$ cat config.mk
export PLATFORM = sky130hd
export DESIGN_NAME = icache_refill_arbiter
export DESIGN_NICKNAME = d
export VERILOG_FILES = /design/src/rtl/icache_refill_arbiter_pkg.sv /design/src/rtl/icache_refill_arbiter.sv
export SDC_FILE = /design/constraint.sdc
export NUM_CORES = 1
export LEC_CHECK = 0
export ABC_AREA = 1
export ABC_CLOCK_PERIOD_IN_PS = 3300
export CORE_AREA = 5 5 97 99
export DETAILED_ROUTE_END_ITERATION = 6
export DIE_AREA = 0 0 102 104
export PLACE_DENSITY = 0.88
export SKIP_LAST_GASP = 1
export SYNTH_ARGS = -nofsm -noshare
export SYNTH_HDL_FRONTEND = slang
export SYNTH_SLANG_ARGS = --single-unit
$ cat constraint.sdc
create_clock -name i_clk -period 3.3 [get_ports i_clk]
set_input_delay 0.66 -clock i_clk [delete_from_list [all_inputs] [get_ports i_clk]]
set_output_delay 0.66 -clock i_clk [all_outputs]
set_load 0.03 [all_outputs]
$ cat src/rtl/icache_refill_arbiter_pkg.sv
// Shared frontend definitions: ICache line geometry, AXI encodings and the refill FSM states.
package icache_refill_arbiter_pkg;

   localparam int ICACHE_ADDR_W     = 32;
   localparam int ICACHE_DATA_W     = 64;
   localparam int ICACHE_LINE_BEATS = 8;

   localparam logic [1:0] AXI_BURST_INCR  = 2'b01;
   localparam logic [1:0] AXI_RESP_OKAY   = 2'b00;
   localparam logic [1:0] AXI_RESP_SLVERR = 2'b10;

   typedef enum logic [1:0] {
      ST_IDLE,
      ST_ADDR,
      ST_DATA,
      ST_DRAIN
   } refillState_t;

   function automatic int lineBytes(input int beats, input int dataW);
      return beats * dataW / 8;
   endfunction

endpackage

$ cat src/rtl/icache_refill_arbiter.sv
// Refill arbiter: picks a demand miss or a prefetch, issues one AXI INCR line burst at a time
// and forwards the returned beats to the requester; a flush drains the burst silently.
module icache_refill_arbiter
   import icache_refill_arbiter_pkg::*;
#(
   parameter int ADDR_W     = ICACHE_ADDR_W,
   parameter int DATA_W     = ICACHE_DATA_W,
   parameter int LINE_BEATS = ICACHE_LINE_BEATS
) (
   input  logic                          i_clk,
   input  logic                          i_rst,
   input  logic                          i_flush,
   input  logic                          i_dmd_valid,
   output logic                          o_dmd_ready,
   input  logic [ADDR_W-1:0]             i_dmd_addr,
   input  logic                          i_pf_valid,
   output logic                          o_pf_ready,
   input  logic [ADDR_W-1:0]             i_pf_addr,
   output logic                          o_rsp_valid,
   output logic                          o_rsp_dst,
   output logic [DATA_W-1:0]             o_rsp_data,
   output logic [$clog2(LINE_BEATS)-1:0] o_rsp_idx,
   output logic                          o_rsp_last,
   output logic                          o_rsp_err,
   output logic                          o_ar_valid,
   input  logic                          i_ar_ready,
   output logic [ADDR_W-1:0]             o_ar_addr,
   output logic [7:0]                    o_ar_len,
   output logic [2:0]                    o_ar_size,
   output logic [1:0]                    o_ar_burst,
   input  logic                          i_r_valid,
   output logic                          o_r_ready,
   input  logic [DATA_W-1:0]             i_r_data,
   input  logic [1:0]                    i_r_resp,
   input  logic                          i_r_last
);

   localparam int                IDX_W      = $clog2(LINE_BEATS);
   localparam int                LINE_BYTES = lineBytes(LINE_BEATS, DATA_W);
   localparam logic [ADDR_W-1:0] ALIGN_MASK = ~ADDR_W'(LINE_BYTES - 1);
   localparam logic [IDX_W-1:0]  LAST_IDX   = IDX_W'(LINE_BEATS - 1);

   refillState_t      r_state;
   logic [ADDR_W-1:0] r_addr;
   logic              r_dst;
   logic [IDX_W-1:0]  r_cnt;
   logic              r_err;
   logic              r_flushPend;

   logic w_idleOpen;
   logic w_takeDmd;
   logic w_takePf;
   logic w_beat;
   logic w_atLast;
   logic w_term;
   logic w_badResp;

   // Demand beats prefetch; neither is offered a slot while a flush is in progress.
   assign w_idleOpen = (r_state == ST_IDLE) && !i_flush && !i_rst;
   assign w_takeDmd  = w_idleOpen && i_dmd_valid;
   assign w_takePf   = w_idleOpen && !i_dmd_valid && i_pf_valid;

   assign w_beat    = (r_state == ST_DATA) && i_r_valid && !i_rst;
   assign w_atLast  = (r_cnt == LAST_IDX);
   assign w_term    = w_atLast || i_r_last;
   assign w_badResp = (i_r_resp != AXI_RESP_OKAY);

   assign o_dmd_ready = w_idleOpen;
   assign o_pf_ready  = w_idleOpen && !i_dmd_valid;

   assign o_ar_valid = (r_state == ST_ADDR) && !i_rst;
   assign o_ar_addr  = r_addr;
   assign o_ar_len   = 8'(LINE_BEATS - 1);
   assign o_ar_size  = 3'($clog2(DATA_W / 8));
   assign o_ar_burst = AXI_BURST_INCR;

   assign o_r_ready = ((r_state == ST_DATA) || (r_state == ST_DRAIN)) && !i_rst;

   // A burst whose length disagrees with the line size is flagged on its terminating beat.
   assign o_rsp_valid = w_beat && !i_flush;
   assign o_rsp_dst   = r_dst;
   assign o_rsp_data  = i_r_data;
   assign o_rsp_idx   = r_cnt;
   assign o_rsp_last  = o_rsp_valid && w_term;
   assign o_rsp_err   = o_rsp_last && (r_err || w_badResp || (w_atLast != i_r_last));

   // A flush seen while the address is still pending is remembered so the burst is drained.
   always_ff @(posedge i_clk) begin
      if (i_rst) begin
         r_state     <= ST_IDLE;
         r_addr      <= '0;
         r_dst       <= 1'b0;
         r_cnt       <= '0;
         r_err       <= 1'b0;
         r_flushPend <= 1'b0;
      end else begin
         case (r_state)
            ST_IDLE: begin
               if (w_takeDmd || w_takePf) begin
                  r_addr      <= (w_takeDmd ? i_dmd_addr : i_pf_addr) & ALIGN_MASK;
                  r_dst       <= w_takePf;
                  r_err       <= 1'b0;
                  r_flushPend <= 1'b0;
                  r_state     <= ST_ADDR;
               end
            end
            ST_ADDR: begin
               if (i_ar_ready) begin
                  r_state     <= (i_flush || r_flushPend) ? ST_DRAIN : ST_DATA;
                  r_cnt       <= '0;
                  r_flushPend <= 1'b0;
               end else if (i_flush) begin
                  r_flushPend <= 1'b1;
               end
            end
            ST_DATA: begin
               if (i_r_valid) begin
                  r_cnt <= r_cnt + IDX_W'(1);
                  if (w_badResp) begin
                     r_err <= 1'b1;
                  end
                  if (w_term) begin
                     r_state <= ST_IDLE;
                  end else if (i_flush) begin
                     r_state <= ST_DRAIN;
                  end
               end else if (i_flush) begin
                  r_state <= ST_DRAIN;
               end
            end
            ST_DRAIN: begin
               if (i_r_valid && i_r_last) begin
                  r_state <= ST_IDLE;
               end
            end
            default: r_state <= ST_IDLE;
         endcase
      end
   end

endmodule

---- Word level (Yosys, flattened, before mapping) ----
Cells that the tools add are included.
storage, ports and cells
  bits in registers ....................... 34
  latch bits .............................. 0
  RAM bits ................................ 0
  ROM bits ................................ 0
  input bits .............................. 138
  output and inout bits ................... 120
  memories kept ........................... 0
operators by class
  add/sub/neg operators ................... 1
  $mul .................................... 0
  div/mod/pow operators ................... 0
  order comparisons ....................... 0
  eq/ne operators ......................... 11
  shifts and indexed selects .............. 0
  mux-type cells .......................... 19
  bitwise gates (word level) .............. 0
  reductions and logical operators ........ 32
operators by type and width
  operator                                                                 number
  32-bit two-way mux                                                       1
  1-bit logical AND                                                        13
  2-bit two-way mux                                                        6
  3-bit AND reduction                                                      3
  2-bit one-hot mux with 4 select lines                                    1
  2-bit nonzero test                                                       4
  1-bit logical OR                                                         6
  1-bit two-way mux                                                        6
  3-bit two-way mux                                                        2
  2-bit inequality test, second input constant                             3
  3-bit one-hot mux with 2 select lines                                    1
  2-bit == test, second input constant                                     2
  2-bit by 1-bit inequality test with 1-bit output, second input constant  2
  1-bit one-hot mux with 2 select lines                                    2
  4-bit AND reduction                                                      1
  3-bit by 1-bit adder with 3-bit output, second input constant            1
  3-bit == test, second input constant                                     1
  1-bit zero test                                                          3
  3-bit inequality test, second input constant                             1
  2-bit by 1-bit == test with 1-bit output, second input constant          1
  2-bit zero test                                                          1
  2-bit AND reduction                                                      1
  1-bit inequality test                                                    1

---- Logic depth before layout (Yosys ltp) ----
  word-level depth ........................ 8
  gate-level depth with buffers ........... 12
  depth with buffers taken out ............ 12

---- Worst setup path before layout ----
OpenSTA, ideal clock, no wires.
  path type ............................... input -> output
  start point ............................. input i_rst
  end point ............................... output o_rsp_err
  arrival ................................. 1893 ps
  path slack .............................. 747 ps
  stages on the path ...................... 4
  path through ............................ buf_2 nor3_2 nand2_1 nor2_1
on the way
  word-level cells in the longest chain between the ends .. 5
ends and longest elaborated chain
  what               RTL line                     source
  start, declared    icache_refill_arbiter.sv:11  input logic i_rst,
  1-bit zero test    icache_refill_arbiter.sv:63  assign w_beat = (r_state == ST_DATA) && i_r_valid && !i_rst;
  1-bit logical AND  icache_refill_arbiter.sv:63
  1-bit logical AND  icache_refill_arbiter.sv:80  assign o_rsp_valid = w_beat && !i_flush;
  net o_rsp_valid    icache_refill_arbiter.sv:19  output logic o_rsp_valid,
  1-bit logical AND  icache_refill_arbiter.sv:84  assign o_rsp_last = o_rsp_valid && w_term;
  1-bit logical AND  icache_refill_arbiter.sv:85  assign o_rsp_err = o_rsp_last && (r_err || w_badResp || (w_atLast != i_r_last));
  end, declared      icache_refill_arbiter.sv:24  output logic o_rsp_err,
The timed path passes the listed nets, and every way through them passes these cells.

---- Final worst setup path ----
  start point ............................. input i_flush
  end point ............................... output o_rsp_err
on the way
  word-level cells in the longest chain between the ends .. 4
ends and longest elaborated chain
  what               RTL line                     source
  start, declared    icache_refill_arbiter.sv:12  input logic i_flush,
  1-bit zero test    icache_refill_arbiter.sv:80
  1-bit logical AND  icache_refill_arbiter.sv:80
  1-bit logical AND  icache_refill_arbiter.sv:84
  1-bit logical AND  icache_refill_arbiter.sv:85
No other way between the ends.

==> results.toml <==
[run_status]
status = "finished, final reports clean"

[worst_setup_path]
crit_required_ns = 2.64
reg2reg_slack_ns = 1.57
crit_slowest_cell = "clkdlybuf4s50_1"
end_kind = "output pin"
cp_common_cell = "clkdlybuf4s50_1"
worstReg2RegEnd = "o_ar_addr[28]"
crit_path_cell_trace = "clkdlybuf4s50_1, nor3_2, nand2_1, nor2_1, clkdlybuf4s50_1"
critPathTopFamily = "buffers and inverters"
crit_type = "input pin to output pin"
worstPathArrival_ns = 2.34
worst-path-max-fanout = 4
crit_buf_inv = 2
rr_worst_depth = 9
start_kind = "input pin"
rr_startpoint = "r_state[1]"
cpPeakStageDelay_ns = 0.67

[flow_run]
max-cap-violations = 0

[placement]
numPortBuffers = 98
place_area_um2 = 2970
place_hpwl_um = 5100
dp_cells = 491
place_congestion = 0.757

[timing]
timing.fmax_mhz = 334
setup_tns_ns = 0
hold_violations = 0
max-slew-margin-rel_pct = 40.7
slew_violations = 0
final.min_clock_period_ns = 3.00
fin_crit_sh_pct = 90.9
setup_viol = 0
rsz0062_at_grt = "false"
worstMarginPinSlew_ns = 0.889
finalClockSkew_ns = 0.00452

[route]
via_per_inst = 4.41
initialDrtViolationCount = 54
wirelength_um = 6730
drc = 0
ant_nets = 0
firstDrtPassIters = 4
drt-wirelength-per-cell_um = 13.5
via_count = 2201

[final_layout]
area_growth_pct = 23.9
antenna_cells = 0
utilization_pct = 36.4
final_common_cell = "clkdlybuf4s50_1"
final_cell_mix = "clkdlybuf4s50_1 (97), nor2_1 (64), nand2_1 (59), dfxtp_1 (34), o21ai_0 (30)"
layout.nets = 531
final_design_area_no_fill_um2 = 3080
drive_above_1_share_pct = 8.95
fin_cells = 499

[floorplan]
die_x_um = 102
rows = 34
start_util_pct = 29.4
die_area_um2 = 10600
core_um2 = 8470
io_pins = 258
dieHeight_um = 104

[global_routing]
antenna_found_initial = 0
grt_max_degree = 32
use_met2_pct = 21.2
grt_pass1_vias = 2265
overflow = 0
track_usage_pct = 12.6
grt_busiest_layer = "met2"
grt_pass1_wl_um = 10800
grt.met1_usage_pct = 13.4
grtUsageMet3_pct = 5.37

[yosys]
synthDistinctLibCells = 25
synth_warnings = 0
synth_cells = 363
syn_area_per_cell_um2 = 6.86
ys_ff_latch = 34
synth.cell_area_um2 = 2490
yosysSeqAreaShare_pct = 27.4

[clock_tree]
path_clk_slew_ns = 0.07
post_cts_buffers = 0
cts_buffers = 5
ctsResizeCount = 0
clk_path_buf_depth = 2
cts.hold.buffers_added = 0
cts_tree = "built"
cts-root-buf = "clkbuf_8"
htreeDepth = 2
clock_latency_ns = 0.28
clkSinkCount = 34

[power]
finalPower_w = 0.00166
vdd_drop_max_v = 0.000169
p_leak_nw = 1.35
power.density_nw_per_um2 = 539

[min_path]
hold_depth = 2
min_path_type = "flop to flop"
min_to = "o_rsp_dst"
hold_start = "o_rsp_dst"
[where the power goes]
part	internal (W)	total, W	switching (W)	leakage [nW]
Combinational	0.000296	0.000756	0.000460	1.02
Clock	0.000211	0.000365	0.000154	0.0575
Sequential	0.000485	0.000541	0.0000558	0.278
Total	0.000992	0.00166	0.000670	1.35
[kinds of logic (layout without fill, tap and decap cells)]
family | after synthesis | after routing | synth area share [%]
flops | 34 | 34 | 27.4
other cells | 2 | 19 | 0.302
compound gates | 40 | 40 | 8.70
buf+inv | 113 | 124 | 31.4
simple gates | 171 | 171 | 30.7
fa+ha+maj | 3 | 3 | 1.51
[worst max path at each step]
| stage | start | to | slack, ns | depth (start not counted) |
|---|---|---|---|---|
| 6_report | i_flush | o_rsp_err | 0.30 | 5 |
| 5_1_grt | i_flush | o_rsp_err | 0.22 | 5 |
| 4_1_cts | i_flush | o_rsp_err | 0.30 | 5 |
| 3_5_place_dp | i_flush | o_rsp_err | 0.30 | 5 |
| 3_3_place_gp | i_rst | o_dmd_ready | 0.31 | 6 |
| 2_1_floorplan | i_rst | o_rsp_err | 0.75 | 4 |
[cell usage after synthesis]
| library cell | n | area share, % |
|---|---|---|
| ha_1 | 3 | 1.5 |
| nand2_2 | 11 | 2.8 |
| inv_1 | 10 | 1.5 |
| nand2_4 | 1 | 0.45 |
| nand3_1 | 29 | 5.8 |
| buf_2 | 7 | 1.4 |
| buf_4 | 87 | 26 |
| buf_1 | 1 | 0.15 |
| nor3_1 | 2 | 0.40 |
| nor2_8 | 1 | 0.80 |
| dfxtp_1 | 34 | 27 |
| clkbuf_1 | 2 | 0.30 |
| nor2_4 | 1 | 0.45 |
| inv_8 | 1 | 0.45 |
| conb_1 | 2 | 0.30 |
| nand2_8 | 1 | 0.80 |
| nor2_2 | 1 | 0.25 |
| o211ai_4 | 1 | 0.85 |
| inv_2 | 3 | 0.45 |
| nor2_1 | 64 | 9.7 |
| buf_6 | 2 | 0.90 |
| o21ai_0 | 30 | 6.0 |
| a21oi_1 | 9 | 1.8 |
| nand2_1 | 59 | 8.9 |
| nor3_2 | 1 | 0.40 |
[final cells by class]
cell class,count,area [um^2]
clock buffer,8,110
fill,904,5380
tap,108,135
multi-input combinational,233,1090
sequential,34,681
timing repair buffer,102,1010
inverter,14,60.1
[registers in the layout, indices dropped and copies added, names as in the netlist]
register and count:
o_ar_addr 26, o_rsp_idx 3, r_state 2, o_rsp_dst 1
r_err 1, r_flushPend 1
[routing by layer]
metal | routed length (um) | vias to the layer above
met5 | 0 | -
met4 | 183 | 0
met3 | 818 | 32
met2 | 3350 | 108
met1 | 2380 | 970
li1 | - | 1091
[through the flow]
step	hold WS, ns	worst slack [ns]
2_1_floorplan	0.437	0.747
3_3_place_gp	0.457	0.309
3_5_place_dp	0.461	0.296
4_1_cts	0.471	0.300
5_1_grt	0.497	0.224
6_report	0.467	0.302
[worst reg2reg max path, stage by stage (launching register included)]
cell and delay, ns:
dfxtp_1 0.37, nor2_4 0.22, nand2_4 0.10, inv_8 0.06, buf_4 0.31, nand2_8 0.23, nand2_1 0.12, nand2_1 0.05
nor2_1 0.11, nor2_1 0.05
Power figures use the tool's default switching activity.
